**src/rtl/silife_ctrl.sv**
```systemverilog
// silife_ctrl: control/timing block for the SiLife cellular-automaton core.
// Generation timer, burst stepping, generation counter, wrap select, irq.
//
// Ports:
//   clk, reset_n            clock, synchronous active-low reset
//   i_wb_cyc/stb/we/addr/data, o_wb_ack/data   Wishbone slave, window 0x000000-0x000FFF
//   o_step                  one-cycle pulse, matrix computes one generation
//   o_wrap                  torus edge mode
//   o_max7219_enable/reverse/brightness   display configuration
//   o_irq                   level interrupt, done & irq_en
//   i_step_gate             only with SILIFE_CTRL_STEP_GATE_EN: steps wait for this
//
// Optional feature macro: SILIFE_CTRL_STEP_GATE_EN
module silife_ctrl #(
  parameter int WIDTH      = 8,
  parameter int HEIGHT     = 8,
  parameter int TIMER_BITS = 24,
  parameter int GEN_BITS   = 32,
  parameter int BURST_BITS = 16
) (
  input  logic        clk,
  input  logic        reset_n,
  input  logic        i_wb_cyc,
  input  logic        i_wb_stb,
  input  logic        i_wb_we,
  input  logic [31:0] i_wb_addr,
  input  logic [31:0] i_wb_data,
  output logic        o_wb_ack,
  output logic [31:0] o_wb_data,
`ifdef SILIFE_CTRL_STEP_GATE_EN
  input  logic        i_step_gate,
`endif
  output logic        o_step,
  output logic        o_wrap,
  output logic        o_max7219_enable,
  output logic        o_max7219_reverse,
  output logic [3:0]  o_max7219_brightness,
  output logic        o_irq
);

  typedef enum logic [1:0] {
    IDLE  = 2'd0,
    RUN   = 2'd1,
    BURST = 2'd2
  } state_t;

  state_t                 state;
  logic                   run_q;
  logic                   irq_en_q;
  logic                   done_q;
  logic                   manual_q;
  logic [TIMER_BITS-1:0]  tick_div_q;
  logic [TIMER_BITS-1:0]  timer_q;
  logic [GEN_BITS-1:0]    gen_q;
  logic [BURST_BITS-1:0]  remain_q;

  logic        unused_bits;
  assign unused_bits = ^{i_wb_addr[31:24], i_wb_data};

  logic        sel;
  logic        req;
  logic        wr;
  logic        rd;
  logic [11:0] off;

  assign sel = (i_wb_addr[23:12] == 12'h000);
  assign req = i_wb_cyc & i_wb_stb & sel & ~o_wb_ack;
  assign wr  = req & i_wb_we;
  assign rd  = req & ~i_wb_we;
  assign off = i_wb_addr[11:0];

  logic a_ctrl, a_max, a_bright, a_tick;
  logic a_burst, a_gen, a_status, a_info;

  assign a_ctrl   = (off == 12'h000);
  assign a_max    = (off == 12'h004);
  assign a_bright = (off == 12'h008);
  assign a_tick   = (off == 12'h00C);
  assign a_burst  = (off == 12'h010);
  assign a_gen    = (off == 12'h014);
  assign a_status = (off == 12'h018);
  assign a_info   = (off == 12'h01C);

  logic wr_ctrl, wr_max, wr_bright, wr_tick, wr_burst, wr_status;

  assign wr_ctrl   = wr & a_ctrl;
  assign wr_max    = wr & a_max;
  assign wr_bright = wr & a_bright;
  assign wr_tick   = wr & a_tick;
  assign wr_burst  = wr & a_burst;
  assign wr_status = wr & a_status;

  logic busy;
  logic expiry;
  logic burst_go;
  logic run_go;
  logic stop;
  logic last;
  logic leave;
  logic trig;
  logic fire;
  logic pend_bit;

  assign busy     = (state != IDLE);
  assign expiry   = busy && (timer_q == tick_div_q);
  assign burst_go = wr_burst && (i_wb_data[BURST_BITS-1:0] != '0);
  assign run_go   = wr_ctrl && i_wb_data[0] && (state == IDLE);
  assign stop     = wr_ctrl && !i_wb_data[0] && busy;
  // The pulse now on o_step finishes the burst: nothing may follow it.
  assign last     = (state == BURST) && o_step
                    && (remain_q == BURST_BITS'(1));
  assign leave    = stop || last;
  assign trig     = (expiry && !leave && !burst_go) || manual_q;

`ifdef SILIFE_CTRL_STEP_GATE_EN
  logic pend_q;
  assign fire     = pend_q && i_step_gate && !last;
  assign pend_bit = pend_q;
`else
  assign fire     = trig;
  assign pend_bit = 1'b0;
`endif

  logic [31:0] rdata;

  always_comb begin
    rdata = '0;
    unique case (1'b1)
      a_ctrl:   rdata = {28'h0, irq_en_q, o_wrap, 1'b0, run_q};
      a_max:    rdata = {30'h0, o_max7219_reverse,
                         o_max7219_enable};
      a_bright: rdata = {28'h0, o_max7219_brightness};
      a_tick:   rdata = 32'(tick_div_q);
      a_burst:  rdata = 32'(remain_q);
      a_gen:    rdata = 32'(gen_q);
      a_status: rdata = {29'h0, pend_bit, done_q, busy};
      a_info:   rdata = {16'(HEIGHT), 16'(WIDTH)};
      default:  rdata = '0;
    endcase
  end

  assign o_irq = done_q & irq_en_q;

  always_ff @(posedge clk) begin
    if (!reset_n) begin
      state                <= IDLE;
      run_q                <= 1'b0;
      o_wrap               <= 1'b0;
      irq_en_q             <= 1'b0;
      done_q               <= 1'b0;
      manual_q             <= 1'b0;
      tick_div_q           <= '1;
      timer_q              <= '0;
      gen_q                <= '0;
      remain_q             <= '0;
      o_step               <= 1'b0;
      o_wb_ack             <= 1'b0;
      o_wb_data            <= '0;
      o_max7219_enable     <= 1'b0;
      o_max7219_reverse    <= 1'b1;
      o_max7219_brightness <= 4'hF;
`ifdef SILIFE_CTRL_STEP_GATE_EN
      pend_q               <= 1'b0;
`endif
    end else begin
      o_wb_ack  <= req;
      o_wb_data <= rd ? rdata : '0;

      // Manual step lands one cycle after the ack cycle.
      manual_q <= wr_ctrl && i_wb_data[1] && (state == IDLE);
      o_step   <= fire;

      if (wr_ctrl) begin
        run_q    <= i_wb_data[0];
        o_wrap   <= i_wb_data[2];
        irq_en_q <= i_wb_data[3];
      end
      if (wr_max) begin
        o_max7219_enable  <= i_wb_data[0];
        o_max7219_reverse <= i_wb_data[1];
      end
      if (wr_bright)
        o_max7219_brightness <= i_wb_data[3:0];
      if (wr_tick)
        tick_div_q <= i_wb_data[TIMER_BITS-1:0];

      if (wr_ctrl && i_wb_data[4])
        gen_q <= '0;
      else if (o_step)
        gen_q <= gen_q + 1'b1;

      done_q <= (done_q & ~(wr_status & i_wb_data[1])) | last;

      if (run_go || burst_go)
        timer_q <= '0;
      else if (busy)
        timer_q <= expiry ? '0 : timer_q + 1'b1;
      else
        timer_q <= '0;

      if (burst_go) begin
        state    <= BURST;
        remain_q <= i_wb_data[BURST_BITS-1:0];
      end else begin
        unique case (state)
          IDLE:
            if (run_go)
              state <= RUN;
          RUN:
            if (stop)
              state <= IDLE;
          BURST:
            if (stop) begin
              state    <= IDLE;
              remain_q <= '0;
            end else if (o_step) begin
              remain_q <= remain_q - 1'b1;
              if (last)
                state <= IDLE;
            end
          default:
            state <= IDLE;
        endcase
      end

`ifdef SILIFE_CTRL_STEP_GATE_EN
      if (leave)
        pend_q <= 1'b0;
      else
        pend_q <= (pend_q & ~fire) | trig;
`endif
    end
  end

endmodule

```
**config.mk**
```make
export PLATFORM = sky130hd
export DESIGN_NAME = silife_ctrl
export DESIGN_NICKNAME = d
export VERILOG_FILES = /design/src/rtl/silife_ctrl.sv
export SDC_FILE = /design/constraint.sdc
export NUM_CORES = 1
export LEC_CHECK = 0
export CAP_MARGIN = 10
export CORE_MARGIN = 10
export CORE_UTILIZATION = 50
export DETAILED_ROUTE_END_ITERATION = 7
export MAX_ROUTING_LAYER = met4
export PLACE_DENSITY_LB_ADDON = 0.3
export REMOVE_ABC_BUFFERS = 1
export SLEW_MARGIN = 10
export SYNTH_ARGS = -nofsm -noshare
export SYNTH_HDL_FRONTEND = slang
export SYNTH_SLANG_ARGS = --single-unit
```
**constraint.sdc**
```tcl
create_clock -name clk -period 5.6 [get_ports clk]
set_input_delay 0.84 -clock clk [delete_from_list [all_inputs] [get_ports clk]]
set_output_delay 0.84 -clock clk [all_outputs]
set_load 0.05 [all_outputs]
```
==> out/qor.csv, run 1 <==
stage,metric,value,unit
run_status,status,finished clean,
setup_path,cell chain of the critical path,"clkdlybuf4s50_1, nor4_1, and4_1, nand2_1, nor2_1, nand2_1, a21oi_1",
power,total power,2.24,mW
clocking,Worst-path clk slew,0.06,ns
logic_synthesis,cell type with the highest aggregate area in the netlist,sky130_fd_sc_hd__dfxtp_1,
run,count of maximum capacitance violations,0,
timing,final max-slew violation count,0,
logic_synthesis,Yosys cell types,62,
grt,wire length of the first global-routing pass,30.6,mm
setup_path,library cell contributing the largest single delay on the critical path,sky130_fd_sc_hd__nand2_1,
power,Cell Pwr Density,273,nW/um2
timing,final-report setup violation count,0,
clocking,number of buffers added to fix hold violations after cts,0,
route,final wirelength,19.1,mm
grt,number of global-route vias before repair,5908,
placement,number of port buffers,94,
timing,final cycle utilization of the critical path,65.5,%
setup_path,Arrival @ worst endpoint,3.99,ns
grt,antenna violations before repair,0,
logic_synthesis,area share of the largest cell type after synthesis,43.2,%
route,final routed DRC violation total,0,
clocking,number of clock buffers inserted by TritonCTS,17,
route,average vias per placed instance,5.80,
setup_path,Buffers & Inverters on Critical Path,1,
cells_and_area,area occupied by multi-input gates,3520,um2
hold_path,launch point of the worst hold path,manual_q,
logic_synthesis,number of synthesized flops with an enable pin,0,
logic_synthesis,mapped cell area,6620,um2
placement,DP Area,7620,um2
setup_path,required time at the endpoint of the critical path,5.92,ns
route,remaining number of nets flagged by the antenna check after routing,0,
logic_synthesis,cell types occupying the most area after synthesis,"sky130_fd_sc_hd__dfxtp_1 (43%), sky130_fd_sc_hd__nor2_1 (6.5%), sky130_fd_sc_hd__mux2i_1 (5.7%)",
grt,gr ovfl total,0,
route,drt first pass iters,6,
power,Leak Pwr,3.03,nW
cells_and_area,nets,904,
floorplanning,placeable core region,12800,um2
cells_and_area,final antenna diode count,0,
route,Vias,5894,
floorplanning,number of core rows,41,
setup_path,startpoint kind of the worst setup timing path,input pin,
timing,final clock skew,0.00976,ns
clocking,cell at the root of the clock tree,sky130_fd_sc_hd__clkbuf_16,
route,DR iter-0 viols,442,
timing,Setup TNS,0,ns
logic_synthesis,cells after synthesis,751,
hold_path,worst-case hold path end point,o_step,
route,routed wirelength normalized by instance count,18.8,um
timing,number of hold violations in the final report,0,
setup_path,biggest cell delay along the critical path,0.71,ns
clocking,TritonCTS sink count,143,
grt,largest net degree at the start of global routing,46,
setup_path,number of cell instances on the worst register-to-register path,6,
logic_synthesis,synthesis warning total,0,
cells_and_area,number of filler cells placed in the layout,1039,
setup_path,type of destination of the critical path,register,
floorplanning,die height,135,um
setup_path,flop-to-flop setup slack,2.55,ns
placement,routability congestion estimate,0.901,
floorplanning,horizontal die dimension,135,um
clocking,"Gates resized, CTS repair",0,
timing,post-route minimum period,3.67,ns
logic_synthesis,post-synthesis register bit count,143,
timing,fmax,273,MHz
cells_and_area,post-route cell area,8220,um2
timing,Worst-Margin Slew,1.04,ns
clocking,buffer levels on the longest clock path,2,
setup_path,gate family responsible for the most delay along the worst path,simple AND/OR/NAND/NOR gates,
clocking,TritonCTS clock tree,built,
logic_synthesis,Post-Syn Area per Cell,8.82,um2
clocking,setup repair bufs after CTS,0,
timing,relative slew slack,30.4,%
logic_synthesis,post-synthesis sequential area ratio,43.2,%
hold_path,class of the worst hold path,register to register,
cells_and_area,layout cell share with drive strength beyond 1,6.87,%
hold_path,Hold Path Depth,1,
clocking,level count of the clock H-tree,4,
floorplanning,Initial Util,51.8,%
setup_path,most repeated library cell on the critical path,sky130_fd_sc_hd__nand2_1,
cells_and_area,final core occ,64.4,%
setup_path,Critical R2R Launch,o_wb_ack,
power,worst vdd rail ir drop,0.000196,V
logic_synthesis,async set or reset register ratio after synthesis,0,%
setup_path,category of the most critical setup path,input pin to register,
floorplanning,I/O pin cnt,111,
timing,unrepaired setup endpoints after global routing,no,
placement,Final HPWL DP,14.0,mm
cells_and_area,flip-flop and latch area,2860,um2
floorplanning,Die ar.,18200,um2
clocking,clock insertion delay at the later pin of the skew report,0.43,ns
logic_synthesis,most common cell in the netlist,sky130_fd_sc_hd__dfxtp_1,
logic_synthesis,most numerous cell types in the synthesized netlist,"sky130_fd_sc_hd__dfxtp_1 (143), sky130_fd_sc_hd__nor2_1 (115), sky130_fd_sc_hd__nand2_1 (72), sky130_fd_sc_hd__xnor2_1 (41), sky130_fd_sc_hd__mux2i_1 (38)",
setup_path,worst-path fanout max,24,
cells_and_area,area added between synthesis and finish,24.1,%
timing,worst hold slack after final layout,0.459,ns
grt,total routing resource utilization after global routing,21.6,%
setup_path,endpoint of the worst-slack reg-to-reg timing path,o_wb_data[3],
logic_synthesis,Synth Flop Type,sky130_fd_sc_hd__dfxtp_1,
[registers in the layout, indices dropped and copies added (netlist names), 2 cells and up]
register              count
remain_q                 16
tick_div_q               24
o_max7219_brightness      4
o_wb_data                32
gen_q                    32
state                     2
timer_q                  24
[worst max path at each step]
stage | from | to | slack (ns) | cells after the start
floorplan | i_wb_addr[1] | tick_div_q[0] | 1.95 | 6
detailed placement | i_wb_addr[4] | timer_q[6] | 1.56 | 8
global placement | i_wb_addr[4] | timer_q[12] | 1.65 | 8
finish | i_wb_addr[16] | o_wb_data[3] | 1.93 | 7
CTS | i_wb_addr[4] | timer_q[6] | 2.00 | 8
global route | i_wb_addr[15] | o_wb_data[0] | 1.68 | 7
[through the flow]
step                cells  setup WS, ns
global placement      984          1.65
finish               1016          1.93
detailed placement    984          1.56
floorplan             712          1.95
CTS                  1016          2.00
global route         1016          1.68
[where the power goes]
| part | switching (mW) | total, mW | internal (mW) | leakage (nW) |
|---|---|---|---|---|
| Combinational | 0.0407 | 0.0823 | 0.0416 | 1.59 |
| Clock | 0.448 | 1.14 | 0.695 | 0.286 |
| Sequential | 0.000000264 | 1.02 | 1.02 | 1.15 |
[cells by family after synthesis]
group                    after synthesis  share of synthesized area, %
AO/OA/AOI/OAI                         87                          8.90
XOR/XNOR                              78                          10.3
adder cells (fa/ha/maj)                4                         0.756
buffers and inverters                 48                          3.65
flip-flops                           143                          43.2
multiplexers                          42                          6.59
AND/OR/NAND/NOR                      349                          26.5
[per-layer routing]
| layer | part of all wire, % | global-route usage [%] | vias to the layer above |
|---|---|---|---|
| li1 | - | - | 2829 |
| met1 | 42 | 25.7 | 2814 |
| met2 | 50 | 35.9 | 226 |
| met3 | 7.0 | 4.41 | 25 |
| met4 | 1.5 | 7.30 | 0 |
| met5 | 0 | - | - |
[cell usage in the layout, fill, tap and decap left out, types with 15 or more instances in the layout]
| master | instances |
|---|---|
| sky130_fd_sc_hd__dfxtp_1 | 143 |
| sky130_fd_sc_hd__nor2_1 | 115 |
| sky130_fd_sc_hd__clkdlybuf4s50_1 | 94 |
| sky130_fd_sc_hd__nand2_1 | 72 |
| sky130_fd_sc_hd__xnor2_1 | 41 |
| sky130_fd_sc_hd__mux2i_1 | 38 |
| sky130_fd_sc_hd__xor2_1 | 37 |
| sky130_fd_sc_hd__nand4_1 | 31 |
| sky130_fd_sc_hd__nand3_1 | 27 |
| sky130_fd_sc_hd__o21ai_0 | 25 |
| sky130_fd_sc_hd__nor3_1 | 22 |
| sky130_fd_sc_hd__and3_1 | 22 |
| sky130_fd_sc_hd__clkbuf_16 | 17 |
| sky130_fd_sc_hd__a21oi_1 | 15 |
[cell type report]
type                    count  area share (%)
repair buffers            100            12.0
clock inverters            11            1.60
clock buffers              21            5.72
well taps                 172            2.62
inverters                   9           0.411
flip-flops and latches    143            34.8
multi-input cells         560            42.8
Power figures use the tool's default switching activity.
==> run 2, diff against run 1 <==
Clock period 5.6 ns to 3.7 ns, I/O delays scaled along.
==> run 2 against run 1 <==
Clock-buffer cell count shrank 1. Sequential power grew 51%. Register-to-register slack lost 1.2 ns. Clock power grew 54%. Combinational power grew 54%. Non-clock buffer count grew 12. Largest cell class unchanged. Largest power group unchanged.
==> out/qor.csv, run 2 (same netlist as run 1, synthesis figures left out) <==
stage,metric,value,unit
run_status,status,finished clean,
hold_path,Hold Path Depth,1,
grt,met1 routing resource usage after global routing,25.6,%
grt,GR met3 Demand/Resource,4.86,%
cells_and_area,final core occ,65.1,%
power,fraction of power consumed by combinational cells,3.7,%
hold_path,class of the worst hold path,register to register,
cells_and_area,area added between synthesis and finish,25.6,%
run,count of maximum capacitance violations,0,
setup_path,biggest cell delay along the critical path,0.47,ns
route,drt first pass iters,6,
route,routed wirelength normalized by instance count,19.2,um
hold_path,launch point of the worst hold path,manual_q,
grt,largest net degree at the start of global routing,46,
clocking,number of clock buffers inserted by TritonCTS,17,
floorplanning,die height,135,um
power,Flop pwr share,45.0,%
clocking,TritonCTS sink count,143,
setup_path,startpoint kind of the worst setup timing path,input pin,
setup_path,flop-to-flop setup slack,1.39,ns
power,clock network fraction of total power,51.3,%
clocking,buffer levels on the longest clock path,2,
floorplanning,Die ar.,18200,um2
route,DR iter-0 viols,460,
floorplanning,placeable core region,12800,um2
power,total power,3.42,mW
timing,relative slew slack,46.4,%
floorplanning,horizontal die dimension,135,um
power,Cell Pwr Density,411,nW/um2
setup_path,type of destination of the critical path,register,
grt,gr ovfl total,0,
cells_and_area,number of filler cells placed in the layout,1032,
power,internal power contribution,2.69,mW
clocking,clock insertion delay at the later pin of the skew report,0.43,ns
timing,number of hold violations in the final report,0,
timing,fmax,373,MHz
timing,post-route minimum period,2.68,ns
setup_path,endpoint of the worst-slack reg-to-reg timing path,o_wb_data[7],
route,final wirelength,19.7,mm
placement,Final HPWL DP,14.5,mm
placement,number of port buffers,94,
timing,Worst-Margin Slew,0.798,ns
clocking,cell at the root of the clock tree,sky130_fd_sc_hd__clkbuf_16,
clocking,"Gates resized, CTS repair",0,
power,worst vdd rail ir drop,0.000312,V
clocking,setup repair bufs after CTS,0,
timing,worst setup margin,1.02,ns
route,final routed DRC violation total,0,
cells_and_area,area occupied by multi-input gates,3520,um2
setup_path,number of cell instances on the worst register-to-register path,7,
floorplanning,Initial Util,51.8,%
floorplanning,number of core rows,41,
setup_path,cell chain of the critical path,"clkdlybuf4s50_1, nor4bb_1, and4_1, nand2_1, nor2_1, nand2_1, buf_4, nor2_1",
grt,met2 global-route usage,36.4,%
cells_and_area,flip-flop and latch area,2860,um2
clocking,level count of the clock H-tree,4,
timing,Setup TNS,0,ns
timing,final clock skew,0.00684,ns
grt,layer carrying the most global-route usage,met2,
timing,unrepaired setup endpoints after global routing,no,
power,Net Sw Frac,21.4,%
setup_path,Critical R2R Launch,o_wb_ack,
route,Vias,6091,
cells_and_area,nets,916,
cells_and_area,final antenna diode count,0,
grt,antenna violations before repair,0,
grt,total routing resource utilization after global routing,22.1,%
timing,final cycle utilization of the critical path,72.4,%
cells_and_area,highest-count cells in the layout ignoring fill and taps,"sky130_fd_sc_hd__dfxtp_1 (143), sky130_fd_sc_hd__nor2_1 (115), sky130_fd_sc_hd__clkdlybuf4s50_1 (94)",
route,remaining number of nets flagged by the antenna check after routing,0,
placement,worst setup timing slack at the placement stage,0.591,ns
route,average vias per placed instance,5.93,
floorplanning,I/O pin cnt,111,
grt,wire length of the first global-routing pass,31.1,mm
timing,final-report setup violation count,0,
cells_and_area,layout cell share with drive strength beyond 1,8.06,%
cells_and_area,largest registers,"gen_q: 32 flops, o_wb_data: 32 flops",
clocking,number of buffers added to fix hold violations after cts,0,
placement,routability congestion estimate,0.958,
power,switching power of the nets,0.732,mW
setup_path,category of the most critical setup path,input pin to register,
grt,number of global-route vias before repair,5962,
hold_path,worst-case hold path end point,o_step,
clocking,TritonCTS clock tree,built,
timing,final max-slew violation count,0,
setup_path,Arrival @ worst endpoint,3.02,ns
setup_path,required time at the endpoint of the critical path,4.05,ns
setup_path,library cell contributing the largest single delay on the critical path,sky130_fd_sc_hd__clkdlybuf4s50_1,
setup_path,worst-path fanout max,15,
clocking,Worst-path clk slew,0.06,ns
power,Leak Pwr,3.09,nW
cells_and_area,"leading cell type in the layout, fill and taps excluded",sky130_fd_sc_hd__dfxtp_1,
-- run 2: cell count changes in the layout (fill, tap and decap cells not counted), sizes merged --
cell      before  now
bufinv         2    3
clkbuf        21   20
buf            6   18
inv           10   11
clkinvlp       3    2
-- run 2: metrics by stage --
step | hold WS (ns) | cells | area, um2
final | 0.454 | 1028 | 8310
after global placement | 0.429 | 996 | 7710
after CTS | 0.454 | 1028 | 8310
after floorplan | 0.418 | 712 | 6410
after global routing | 0.467 | 1028 | 8310
after detailed placement | 0.440 | 996 | 7710
-- run 2: critical path: cells and delay by family --
kind / cells / cell delay (ns)
AND/OR/NAND/NOR: 6 / 1.70
buffers and inverters: 2 / 0.77
-- run 2: per-layer routing --
metal | vias up | wire (um)
met3 | 47 | 1480
met1 | 2934 | 7990
met5 | - | 0
li1 | 2862 | -
met4 | 0 | 482
met2 | 248 | 9750
-- run 2: power by group through the flow --
stage	Combinational, mW	Sequential [mW]	Clock (mW)
finish	0.127	1.54	1.75
global route	0.134	1.54	1.84
CTS	0.126	1.54	1.78
detailed placement	0.125	1.57	0
global placement	0.122	1.57	0
floorplan	0.0261	1.57	0
-- run 2: worst max-delay path by stage --
stage | from | to | slack, ns
final | i_wb_stb | o_wb_data[7] | 1.02
after global routing | i_wb_addr[16] | o_wb_data[7] | 0.77
after CTS | i_wb_stb | o_wb_data[7] | 1.05
after detailed placement | i_wb_stb | o_wb_data[7] | 0.59
after global placement | i_wb_addr[16] | o_wb_data[7] | 0.70
after floorplan | i_wb_addr[1] | tick_div_q[0] | 0.33
-- run 2: cell type report --
| class | instances | area share [%] |
|---|---|---|
| clock buffer | 20 | 5.37 |
| clock inverter | 12 | 1.91 |
| inverter | 9 | 0.406 |
| multi-input combinational | 560 | 42.3 |
| sequential | 143 | 34.4 |
| tap | 172 | 2.59 |
| timing repair buffer | 112 | 12.9 |
